## src/rtl/reg_writeback_queue_if.sv

```systemverilog
// Writeback-queue port bundle: result push, freeze, issue reservation/RAW query, RF write side.
// The master drives results and reservations; the slave is the queue.
interface reg_writeback_queue_if #(
   parameter int unsigned DATA_W = 16,
   parameter int unsigned REG_AW = 4
) ();
   logic                   in_valid;
   logic                   in_ready;
   logic [REG_AW-1:0]      in_dst;
   logic [DATA_W-1:0]      in_data;
   logic                   in_lo_en;
   logic [DATA_W-1:0]      in_hi;
   logic                   in_hi_en;
   logic                   freeze;
   logic                   rsv_valid;
   logic [REG_AW-1:0]      rsv_dst;
   logic                   rsv_hi;
   logic [REG_AW-1:0]      q_r1;
   logic [REG_AW-1:0]      q_r2;
   logic                   stall;
   logic [2**REG_AW-1:0]   busy;
   logic [REG_AW-1:0]      wb_dst;
   logic [DATA_W-1:0]      wb_data;
   logic                   wb_wr;
   logic [DATA_W-1:0]      wb_r15_data;
   logic                   wb_wr_r15;
   logic                   sb_err;

   modport master (
      output in_valid, in_dst, in_data, in_lo_en, in_hi, in_hi_en, freeze,
      output rsv_valid, rsv_dst, rsv_hi, q_r1, q_r2,
      input  in_ready, stall, busy, wb_dst, wb_data, wb_wr, wb_r15_data, wb_wr_r15, sb_err
   );

   modport slave (
      input  in_valid, in_dst, in_data, in_lo_en, in_hi, in_hi_en, freeze,
      input  rsv_valid, rsv_dst, rsv_hi, q_r1, q_r2,
      output in_ready, stall, busy, wb_dst, wb_data, wb_wr, wb_r15_data, wb_wr_r15, sb_err
   );
endinterface

```

## src/rtl/reg_writeback_queue.sv

```systemverilog
// Writeback queue for the 16x16 register file with a RAW pending-destination scoreboard.
// Define WB_BYPASS_EN to let a push into an empty, unfrozen queue reach wb_* at the push edge.
module reg_writeback_queue #(
   parameter int unsigned DATA_W  = 16,
   parameter int unsigned REG_AW  = 4,
   parameter int unsigned DEPTH   = 4,
   parameter int unsigned FIFO_AW = 2
) (
   input logic                 clk,
   input logic                 rst,
   reg_writeback_queue_if.slave bus
);
   localparam int unsigned NREG = 2**REG_AW;
   localparam logic [FIFO_AW:0] FULL = (FIFO_AW+1)'(DEPTH);

   typedef struct packed {
      logic [REG_AW-1:0] dst;
      logic [DATA_W-1:0] data;
      logic              loEn;
      logic [DATA_W-1:0] hi;
      logic              hiEn;
   } entry_t;

   entry_t              mem [DEPTH];
   logic [FIFO_AW-1:0]  headPtr;
   logic [FIFO_AW-1:0]  tailPtr;
   logic [FIFO_AW:0]    count;

   logic [REG_AW-1:0]   wbDst;
   logic [DATA_W-1:0]   wbData;
   logic                wbWr;
   logic [DATA_W-1:0]   wbR15Data;
   logic                wbWrR15;

   logic [1:0]          sbCnt [NREG];
   logic                sbErr;
   logic [NREG-1:0]     busyVec;
   logic [NREG-1:0]     incVec;
   logic [NREG-1:0]     decVec;
   logic [NREG-1:0]     errVec;

   entry_t inEntry;
   entry_t wbSrc;
   logic   push;
   logic   pop;
   logic   bypass;
   logic   enqueue;
   logic   load;

   always_comb begin
      inEntry.dst  = bus.in_dst;
      inEntry.data = bus.in_data;
      inEntry.loEn = bus.in_lo_en;
      inEntry.hi   = bus.in_hi;
      inEntry.hiEn = bus.in_hi_en;
      // in_ready comes from the registered count only, so a full queue refuses even while popping
      push   = bus.in_valid && (count < FULL);
      pop    = (count != '0) && !bus.freeze;
      bypass = 1'b0;
`ifdef WB_BYPASS_EN
      bypass = push && (count == '0) && !bus.freeze;
`endif
      enqueue = push && !bypass;
      load    = bypass || pop;
      wbSrc   = bypass ? inEntry : mem[headPtr];
   end

   always_ff @(posedge clk) begin
      if (!rst && enqueue) begin
         mem[tailPtr] <= inEntry;
      end
   end

   always_ff @(posedge clk) begin
      if (rst) begin
         headPtr <= '0;
         tailPtr <= '0;
         count   <= '0;
      end else begin
         if (enqueue) begin
            tailPtr <= tailPtr + FIFO_AW'(1);
         end
         if (pop) begin
            headPtr <= headPtr + FIFO_AW'(1);
         end
         if (enqueue && !pop) begin
            count <= count + (FIFO_AW+1)'(1);
         end else if (!enqueue && pop) begin
            count <= count - (FIFO_AW+1)'(1);
         end
      end
   end

   always_ff @(posedge clk) begin
      if (rst) begin
         wbDst     <= '0;
         wbData    <= '0;
         wbWr      <= 1'b0;
         wbR15Data <= '0;
         wbWrR15   <= 1'b0;
      end else if (load) begin
         wbDst     <= wbSrc.dst;
         wbData    <= wbSrc.data;
         wbWr      <= wbSrc.loEn;
         wbR15Data <= wbSrc.hi;
         // R15 lives at index 0: a primary write to index 0 takes the port
         wbWrR15   <= wbSrc.hiEn && !(wbSrc.loEn && (wbSrc.dst == '0));
      end else begin
         wbWr    <= 1'b0;
         wbWrR15 <= 1'b0;
      end
   end

   always_comb begin
      for (int i = 0; i < NREG; i++) begin
         incVec[i]  = bus.rsv_valid &&
                      ((bus.rsv_dst == REG_AW'(i)) || (bus.rsv_hi && (i == 0)));
         decVec[i]  = (wbWr && (wbDst == REG_AW'(i))) || (wbWrR15 && (i == 0));
         errVec[i]  = (incVec[i] && !decVec[i] && (sbCnt[i] == 2'd3)) ||
                      (decVec[i] && !incVec[i] && (sbCnt[i] == 2'd0));
         busyVec[i] = (sbCnt[i] != 2'd0);
      end
   end

   always_ff @(posedge clk) begin
      if (rst) begin
         for (int i = 0; i < NREG; i++) begin
            sbCnt[i] <= 2'd0;
         end
         sbErr <= 1'b0;
      end else begin
         for (int i = 0; i < NREG; i++) begin
            if (incVec[i] && !decVec[i] && (sbCnt[i] != 2'd3)) begin
               sbCnt[i] <= sbCnt[i] + 2'd1;
            end else if (decVec[i] && !incVec[i] && (sbCnt[i] != 2'd0)) begin
               sbCnt[i] <= sbCnt[i] - 2'd1;
            end
         end
         sbErr <= sbErr | (|errVec);
      end
   end

   assign bus.in_ready    = (count < FULL);
   assign bus.stall       = busyVec[bus.q_r1] | busyVec[bus.q_r2];
   assign bus.busy        = busyVec;
   assign bus.wb_dst      = wbDst;
   assign bus.wb_data     = wbData;
   assign bus.wb_wr       = wbWr;
   assign bus.wb_r15_data = wbR15Data;
   assign bus.wb_wr_r15   = wbWrR15;
   assign bus.sb_err      = sbErr;
endmodule
```

## src/flat_wrapper.sv

```systemverilog
// flat-port wrapper written by rule: the top's interface ports become plain ports
module reg_writeback_queue_flat 
#(
   parameter int unsigned DATA_W  = 16,
   parameter int unsigned REG_AW  = 4,
   parameter int unsigned DEPTH   = 4,
   parameter int unsigned FIFO_AW = 2
)
  (clk, rst, bus_in_valid, bus_in_dst, bus_in_data, bus_in_lo_en, bus_in_hi, bus_in_hi_en, bus_freeze, bus_rsv_valid, bus_rsv_dst, bus_rsv_hi, bus_q_r1, bus_q_r2, bus_in_ready, bus_stall, bus_busy, bus_wb_dst, bus_wb_data, bus_wb_wr, bus_wb_r15_data, bus_wb_wr_r15, bus_sb_err);
  reg_writeback_queue_if #(.DATA_W(DATA_W), .REG_AW(REG_AW)) bus_i ();
  input logic clk;
  input logic rst;
  input wire logic [$bits(bus_i.in_valid)-1:0] bus_in_valid;
  input wire logic [$bits(bus_i.in_dst)-1:0] bus_in_dst;
  input wire logic [$bits(bus_i.in_data)-1:0] bus_in_data;
  input wire logic [$bits(bus_i.in_lo_en)-1:0] bus_in_lo_en;
  input wire logic [$bits(bus_i.in_hi)-1:0] bus_in_hi;
  input wire logic [$bits(bus_i.in_hi_en)-1:0] bus_in_hi_en;
  input wire logic [$bits(bus_i.freeze)-1:0] bus_freeze;
  input wire logic [$bits(bus_i.rsv_valid)-1:0] bus_rsv_valid;
  input wire logic [$bits(bus_i.rsv_dst)-1:0] bus_rsv_dst;
  input wire logic [$bits(bus_i.rsv_hi)-1:0] bus_rsv_hi;
  input wire logic [$bits(bus_i.q_r1)-1:0] bus_q_r1;
  input wire logic [$bits(bus_i.q_r2)-1:0] bus_q_r2;
  output wire logic [$bits(bus_i.in_ready)-1:0] bus_in_ready;
  output wire logic [$bits(bus_i.stall)-1:0] bus_stall;
  output wire logic [$bits(bus_i.busy)-1:0] bus_busy;
  output wire logic [$bits(bus_i.wb_dst)-1:0] bus_wb_dst;
  output wire logic [$bits(bus_i.wb_data)-1:0] bus_wb_data;
  output wire logic [$bits(bus_i.wb_wr)-1:0] bus_wb_wr;
  output wire logic [$bits(bus_i.wb_r15_data)-1:0] bus_wb_r15_data;
  output wire logic [$bits(bus_i.wb_wr_r15)-1:0] bus_wb_wr_r15;
  output wire logic [$bits(bus_i.sb_err)-1:0] bus_sb_err;
  assign bus_i.in_valid = bus_in_valid;
  assign bus_i.in_dst = bus_in_dst;
  assign bus_i.in_data = bus_in_data;
  assign bus_i.in_lo_en = bus_in_lo_en;
  assign bus_i.in_hi = bus_in_hi;
  assign bus_i.in_hi_en = bus_in_hi_en;
  assign bus_i.freeze = bus_freeze;
  assign bus_i.rsv_valid = bus_rsv_valid;
  assign bus_i.rsv_dst = bus_rsv_dst;
  assign bus_i.rsv_hi = bus_rsv_hi;
  assign bus_i.q_r1 = bus_q_r1;
  assign bus_i.q_r2 = bus_q_r2;
  assign bus_in_ready = bus_i.in_ready;
  assign bus_stall = bus_i.stall;
  assign bus_busy = bus_i.busy;
  assign bus_wb_dst = bus_i.wb_dst;
  assign bus_wb_data = bus_i.wb_data;
  assign bus_wb_wr = bus_i.wb_wr;
  assign bus_wb_r15_data = bus_i.wb_r15_data;
  assign bus_wb_wr_r15 = bus_i.wb_wr_r15;
  assign bus_sb_err = bus_i.sb_err;
  reg_writeback_queue #(.DATA_W(DATA_W), .REG_AW(REG_AW), .DEPTH(DEPTH), .FIFO_AW(FIFO_AW)) u_core (.clk(clk), .rst(rst), .bus(bus_i));
endmodule
```

## config.mk

```make
export PLATFORM = sky130hd
export DESIGN_NAME = reg_writeback_queue_flat
export DESIGN_NICKNAME = d
export VERILOG_FILES = /design/src/rtl/reg_writeback_queue_if.sv /design/src/rtl/reg_writeback_queue.sv /design/src/flat_wrapper.sv
export SDC_FILE = /design/constraint.sdc
export NUM_CORES = 1
export LEC_CHECK = 0
export CAP_MARGIN = 30
export CORE_MARGIN = 5
export CORE_UTILIZATION = 55
export CTS_CLUSTER_DIAMETER = 150
export DETAILED_ROUTE_END_ITERATION = 7
export PLACE_DENSITY = 0.76
export SYNTH_ARGS = -nofsm -noshare
export SYNTH_HDL_FRONTEND = slang
export SYNTH_SLANG_ARGS = --single-unit
```

## constraint.sdc

```tcl
create_clock -name clk -period 2.7 [get_ports clk]
set_input_delay 0.54 -clock clk [delete_from_list [all_inputs] [get_ports clk]]
set_output_delay 0.54 -clock clk [all_outputs]
set_load 0.02 [all_outputs]
```

==> summary.txt, run 1 <==
Placement
  – GPL Wtd Cong: 1.007
  – Area after DPL: 0.01203 sq mm
  – IO buf count: 112
  – Pre-CTS setup slack: -0.5028 ns
  – Hpwl dp: 16790 microns

Global route
  – Overall routing resource usage: 23.20%
  – Grt met2 use: 41.03%
  – GRT Max-Usage Layer: met2
  – Met3 GRT Util: 4.493%
  – Remaining global-route overflow: 0
  – Largest net degree at the start of global routing: 95
  – Vias in the first global route: 7333
  – Global-route wire length before repair: 39850 microns
  – Met1 GRT Util: 29.11%
  – Initial antenna violation count: 0

Clocking
  – CTS root buf: clkbuf_16
  – Clock Pin Slew Worst Setup and Hold Paths: 0.06 ns
  – Num CTS Buffers: 24
  – Clk buf depth: 3
  – CTS H-tree lvls: 1
  – CTS sink count: 232
  – Clk_lat worst skew: 0.51 ns
  – CTS tree: built

Route
  – Number of detailed-route iterations in the first pass: 5
  – Final WL: 25020 microns
  – Post-route DRC: 0
  – DRT antenna net count: 0
  – Drt wl/cell: 21.53 microns
  – Vias: 7042
  – DRT iter0 DRCs: 578
  – Vias per cell: 6.060

Floorplanning
  – Initial Utilization: 56.34%
  – Io pins: 113
  – Total core area: 0.01815 sq mm
  – Die H: 146.3 microns
  – Num rows: 49
  – Die Width: 146.3 microns
  – Die area: 0.02142 sq mm

Logic synthesis
  – Async set-reset flop share out of synthesis: 0%
  – Number of synthesized flops with an enable pin: 184
  – Avg Synthesized Cell Area: 13.84 sq um
  – Number of synthesized register bits: 232
  – Mapped Area: 0.01022 sq mm
  – Post-synthesis sequential area ratio: 63.44%
  – Top-area cell type share of the netlist area: 54.04%
  – Area contributors post-synth: edfxtp_1, mux4_2, dfxtp_1, nand2_1, a21oi_1
  – Post-synth top area cell: edfxtp_1
  – YS warnings: 0
  – Syn Inst Count: 739
  – Distinct cells, synth: 70
  – Most common flop cell mapped by yosys: edfxtp_1
  – Syn nets: 803

Critical path
  – Critical path arrival: 2.16 ns
  – Crit end category: output pin
  – CP max FO: 3
  – Reg2reg end: u_core.bus.sb_err
  – Reg2reg setup slack: 0.33 ns
  – Startpoint types: register
  – Reg-to-Reg Start: u_core.bus.wb_wr
  – Crit path required time: 2.16 ns
  – Number of cells on the worst reg-to-reg path: 5
  – Setup CP Type: register to output pin

Power
  – Pwr dens: 778.7 mW/mm^2
  – Psw: 2825 uW
  – Flop pwr share: 45.1%
  – Lkg Pwr: 0.004360 uW
  – Internal power: 7165 uW
  – Sw frac: 28.28%
  – Maximum vdd ir drop: 0.0009960 V
  – Clock share of power: 30.8%
  – Combinational share of power: 24.1%

STA
  – Period Utilization, post-route: 100.1%
  – Fin crit period: 2.703 ns
  – Hold Vio Cnt, Final: 0
  – Worst Tran Pin Value: 0.5885 ns
  – Total negative slack: -0.002655 ns
  – Max-slew headroom: 59.75%
  – Unrepaired setup endpoints after global routing: yes
  – Hold Slack: 0.4621 ns
  – # setup viols final: 1
  – Final worst-path setup slack: -0.002655 ns
  – FMAX: 0.3700 GHz
  – Final Max Slew Viols: 0
  – Layout Skew: 0.02012 ns

Hold path
  – Worst min path class: register to register
  – Hold endpoint: u_core.bus.wb_r15_data[5]
  – Hold wc startpoint: u_core.bus.wb_r15_data[5]
  – Cell count of the worst hold path: 2

Layout
  – Fraction of layout cells with a size suffix above 1: 20.26%
  – Antenna diodes: 0
  – Filler cells: 1210
  – Reg area: 0.006489 sq mm
  – Number of nets in the layout: 981
  – Design area: 0.01283 sq mm
  – Footprint of the multi-input gates: 0.003462 sq mm
  – Synth-to-Final Area Change: 25.47%

Run status
  – Run status: finished with violations
  – Violated checks: setup timing

Flow run
  – Max-cap viol count: 0
sequential cells by signal, summed over array words and instances, names as in the netlist, named ones only:
signal	count
u_core.headPtr	2
u_core.sbCnt	32
u_core.bus.sb_err	1
u_core.bus.wb_wr	1
u_core.bus.wb_wr_r15	1
u_core.mem	152
u_core.bus.wb_dst	4
u_core.bus.wb_data	16
u_core.tailPtr	2
u_core.count	3
u_core.bus.wb_r15_data	16
through the flow:
stage,util [%],total power [uW],instances
finish,70.69,9990,1162
floorplan,-,5991,739
detailed placement,66.29,6957,1114
global placement,66.29,6863,1114
global route,70.69,10450,1162
CTS,70.53,10070,1159
how the worst max path moves through the flow:
stage                                   from         to  depth (start not counted)
after floorplan           u_core.sbCnt[1][1]  bus_stall                          6
after global placement           bus_q_r2[0]  bus_stall                          6
after detailed placement         bus_q_r1[0]  bus_stall                          7
after CTS                 u_core.sbCnt[0][0]  bus_stall                          6
after global routing      u_core.sbCnt[0][0]  bus_stall                          6
final                     u_core.sbCnt[1][0]  bus_stall                          6
placed cells by master (no fill, tap or decap), drive strengths merged, types with 7 or more instances in the layout:
cell / Yosys / layout
clkdlybuf4s50: 0 / 108
clkbuf: 22 / 33
nor2: 46 / 46
a221o: 11 / 11
nor3b: 9 / 9
and2: 9 / 9
buf: 14 / 80
mux4: 46 / 46
a21oi: 63 / 63
nand3b: 9 / 9
mux2i: 7 / 7
a2111oi: 14 / 14
o211ai: 7 / 7
edfxtp: 184 / 184
dfxtp: 48 / 48
clkinv: 0 / 8
inv: 24 / 24
a211oi: 27 / 27
ha: 7 / 7
o2111ai: 7 / 7
nor3: 9 / 9
xnor2: 8 / 8
nand2: 103 / 103
per-layer routing:
metal	part of all wire, %	vias up
met5	0	-
met4	2.6	0
met1	39	3535
li1	-	3205
met2	52	257
met3	5.9	45
power by group through the flow:
stage / combinational [uW] / clock, uW / sequential, uW
finish: 2410 / 3080 / 4500
global route: 2610 / 3300 / 4540
CTS: 2420 / 3140 / 4500
detailed placement: 2390 / 0 / 4570
global placement: 2320 / 0 / 4540
floorplan: 1340 / 0 / 4660
cells in the mapped netlist (all sizes together) (8+ instances only):
cell and instances:
nor3b 9, nand3b 9, buf 14, mux4 46, a221o 11, a2111oi 14
a21oi 63, dfxtp 48, nand2 103, nor2 46, inv 24, nor3 9
and2 9, xnor2 8, clkbuf 22, edfxtp 184, a211oi 27
layout make-up:
cell class / count / share of cell area (%)
Clock buffer: 33 / 5.101
Clock inverter: 9 / 0.6827
Multi-Input combinational cell: 445 / 26.99
Timing Repair Buffer: 190 / 13.71
Inverter: 24 / 0.7022
Sequential cell: 232 / 50.58
Tap cell: 229 / 2.233
worst max-delay path, stage by stage (launching register included):
cell	delay, ns
edfxtp_1	0.38
or2_4	0.29
mux4_2	0.47
nor2_2	0.09
a211o_1	0.11
o2111ai_1	0.11
buf_4	0.18
cells by family after synthesis:
group / synth area share [%]
AND/OR/NAND/NOR: 10.41
adder cells (fa/ha/maj): 1.052
flip-flops: 63.44
XOR/XNOR: 1.028
multiplexers: 11.04
AO/OA/AOI/OAI: 10.03
buffers and inverters: 2.998
timing repair:
| item | CTS | global route |
|---|---|---|
| setup buffers | 3 | 3 |
| gates resized for setup | 12 | 4 |
| pin swaps | 1 | 1 |
| hold buffers | 0 | 0 |
| endpoints found under the setup margin | 1 | 2 |
(Power assumes the default switching activity.)
==> run 2, diff against run 1 <==
--- a/config.mk
+++ b/config.mk
@@ -7,10 +7,11 @@
 export LEC_CHECK = 0
 export CAP_MARGIN = 30
 export CORE_MARGIN = 5
-export CORE_UTILIZATION = 55
+export CORE_UTILIZATION = 60
 export CTS_CLUSTER_DIAMETER = 150
 export DETAILED_ROUTE_END_ITERATION = 7
-export PLACE_DENSITY = 0.76
+export DONT_BUFFER_PORTS = 1
+export PLACE_DENSITY = 0.74
 export SYNTH_ARGS = -nofsm -noshare
 export SYNTH_HDL_FRONTEND = slang
 export SYNTH_SLANG_ARGS = --single-unit
==> run 2 against run 1 <==
Against the previous run:
- the run now ends clean
- count of clock-buffer cells in the layout is 5 lower
- clock skew is 0.0062 ns lower
- first-iteration DRC count is 18% lower
- hold slack worse by 0.36 ns
- maximum frequency is 1.7% higher
- critical path type unchanged
- largest power group unchanged
==> summary.txt, run 2 (synthesis results as in run 1) <==
Hold path
  – Cell count of the worst hold path: 1 (-1)
  – Hold endpoint: u_core.bus.wb_dst[0]
  – Worst min path class: input pin to register
  – Hold wc startpoint: rst

Power
  – Psw: 2734 uW (-3.2%)
  – Combinational share of power: 17.6% (-6.5 points)
  – Sw frac: 28.25% (-0.038 points)
  – Maximum vdd ir drop: 0.0006652 V (-33%)
  – Clock share of power: 33.5% (+2.7 points)
  – Pwr dens: 845.9 mW/mm^2 (+8.6%)
  – Final Total Pwr: 9679 uW (-3.1%)
  – Lkg Pwr: 0.003741 uW (-14%)
  – Flop pwr share: 48.9% (+3.8 points)
  – Internal power: 6945 uW (-3.1%)

Floorplanning
  – Die H: 140.5 microns (-4.0%)
  – Num rows: 47 (-4.1%)
  – Die Width: 140.5 microns (-4.0%)
  – Die area: 0.01975 sq mm (-7.8%)
  – Initial Utilization: 61.44% (+5.1 points)
  – Total core area: 0.01664 sq mm (-8.3%)
  – Io pins: 113 (unchanged)

Critical path
  – Critical path arrival: 2.12 ns (-0.04 ns)
  – Worst-path cell chain: nor2_2 > inv_2 > mux4_2 > o21ai_1 > o2111ai_4
  – CP max stage delay: 0.47 ns (about the same)
  – Number of cells on the worst reg-to-reg path: 5 (unchanged)
  – Reg2reg setup slack: 0.29 ns (-0.04 ns)
  – Reg-to-Reg Start: u_core.bus.wb_dst[1]
  – Slowest-stage cell, CP: mux4_2
  – Crit path required time: 2.16 ns (about the same)
  – Setup CP Type: register to output pin
  – Crit end category: output pin
  – CP max FO: 4 (+1)
  – Worst path buffer plus inverter count: 1 (unchanged)
  – Critical path's top delay family: multiplexers
  – Reg2reg end: u_core.bus.sb_err
  – Startpoint types: register

STA
  – Max-slew headroom: 43.70% (-16 points)
  – # setup viols final: 0 (-1)
  – FMAX: 0.3764 GHz (+1.7%)
  – Hold Vio Cnt, Final: 0 (unchanged)
  – Final Max Slew Viols: 0 (unchanged)
  – Worst Tran Pin Value: 0.8232 ns (+0.2347 ns)
  – Period Utilization, post-route: 98.39% (-1.7 points)
  – Fin crit period: 2.657 ns (-0.04608 ns)
  – Layout Skew: 0.01388 ns (-0.006237 ns)

Clocking
  – Clock Pin Slew Worst Setup and Hold Paths: 0.06 ns (about the same)
  – CTS root buf: clkbuf_16
  – Clk buf depth: 3 (unchanged)
  – Clk_lat worst skew: 0.51 ns (about the same)
  – CTS sink count: 232 (unchanged)
  – Cts hold-fix bufs: 0 (unchanged)
  – CTS H-tree lvls: 1 (unchanged)
  – Num CTS Buffers: 24 (unchanged)
  – CTS tree: built

Layout
  – Filler cells: 1150 (-5.0%)
  – Top flop regs: u_core.mem: 152 flops, u_core.sbCnt: 32 flops
  – Layout Cells excl Fill: 1001 (-14%)
  – Max reg flops: 152 (unchanged)
  – Most frequent cells in the layout: edfxtp_1, nand2_1, a21oi_1
  – Fraction of layout cells with a size suffix above 1: 18.69% (-1.6 points)
  – Synth-to-Final Area Change: 11.91%
  – Antenna diodes: 0 (unchanged)
  – Number of nets in the layout: 827 (-16%)
  – Biggest register: u_core.mem
  – Most common cell after layout, fill and taps aside: edfxtp_1

Route
  – Vias: 6389 (-9.3%)
  – Post-route DRC: 0 (unchanged)
  – Drt wl/cell: 23.26 microns (+8.1%)
  – Vias per cell: 6.383 (+5.3%)
  – DRT antenna net count: 0 (unchanged)
  – Number of detailed-route iterations in the first pass: 6 (+1)
  – Final WL: 23290 microns (-6.9%)
  – DRT iter0 DRCs: 476 (-18%)

Global route
  – Global-route wire length before repair: 36740 microns (-7.8%)
  – Overall routing resource usage: 23.49% (+0.28 points)
  – Vias in the first global route: 6658 (-9.2%)
  – Initial antenna violation count: 0 (unchanged)
  – Remaining global-route overflow: 0 (unchanged)
  – Largest net degree at the start of global routing: 96 (+1.1%)

Flow run
  – Max-cap viol count: 0 (unchanged)

Placement
  – Hpwl dp: 15820 microns (-5.8%)
  – IO buf count: 0 (-100%)
  – Placed cell count: 947 (-15%)
  – GPL Wtd Cong: 0.9439 (-6.3%)

Run status
  – Run status: finished, final reports clean
run 2: area by class of cell:
class                      instances  area, sq um  share of cell area, %
sequential                       232         6489                  56.71
tap                              220        275.3                  2.406
clock inverter                    16        167.7                  1.465
clock buffer                      28        615.6                  5.380
inverter                          24        90.09                 0.7873
multi-input combinational        445         3485                  30.45
timing repair buffer              36        320.3                  2.799
run 2: per-layer routing:
| layer | vias to the layer above | global-route usage (%) | routed length [microns] |
|---|---|---|---|
| met5 | - | 0 | 0 |
| met4 | 0 | 5.609 | 554 |
| met3 | 46 | 7.089 | 2124 |
| met2 | 260 | 39.44 | 11660 |
| met1 | 3187 | 30.34 | 8948 |
| li1 | 2896 | - | - |
run 2: how the worst max path moves through the flow:
stage,startpoint,end,slack (ns),cells past startpoint
floorplan,u_core.sbCnt[1][1],bus_stall,0.22,6
CTS,u_core.sbCnt[3][1],bus_stall,0.02,6
global placement,u_core.sbCnt[1][1],bus_stall,0.36,5
global route,u_core.sbCnt[3][1],bus_stall,-0.006,5
finish,u_core.sbCnt[2][0],bus_stall,0.04,5
detailed placement,u_core.bus.wb_dst[1],u_core.sbCnt[9][0],0.33,3
run 2: power groups by stage:
stage,Clock [uW],Combinational (uW),Sequential (uW)
floorplan,0,1340,4660
global placement,0,1610,4790
detailed placement,0,1660,4830
CTS,3280,1700,4750
global route,3460,1860,4790
finish,3240,1700,4740
run 2: timing repair:
| action | CTS | global route |
|---|---|---|
| buffers inserted | 7 | 3 |
| gates resized for setup | 8 | 2 |
| pin swaps | 0 | 3 |
| setup endpoints to repair | 1 | 1 |
| cloned | 0 | 0 |
run 2: per-stage QoR:
stage          utilization (%)  area (sq um)  worst slack [ns]   TNS [ns]  hold WS (ns)
2_1_floorplan                -         10220            0.2198          0        0.4847
3_3_place_gp             63.36         10540            0.3556          0        0.4883
3_5_place_dp             63.36         10540            0.3289          0        0.5166
4_1_cts                  68.49         11400           0.01701          0       0.08343
5_1_grt                  68.75         11440         -0.005691  -0.005691       0.07890
6_report                 68.75         11440           0.04342          0        0.1051
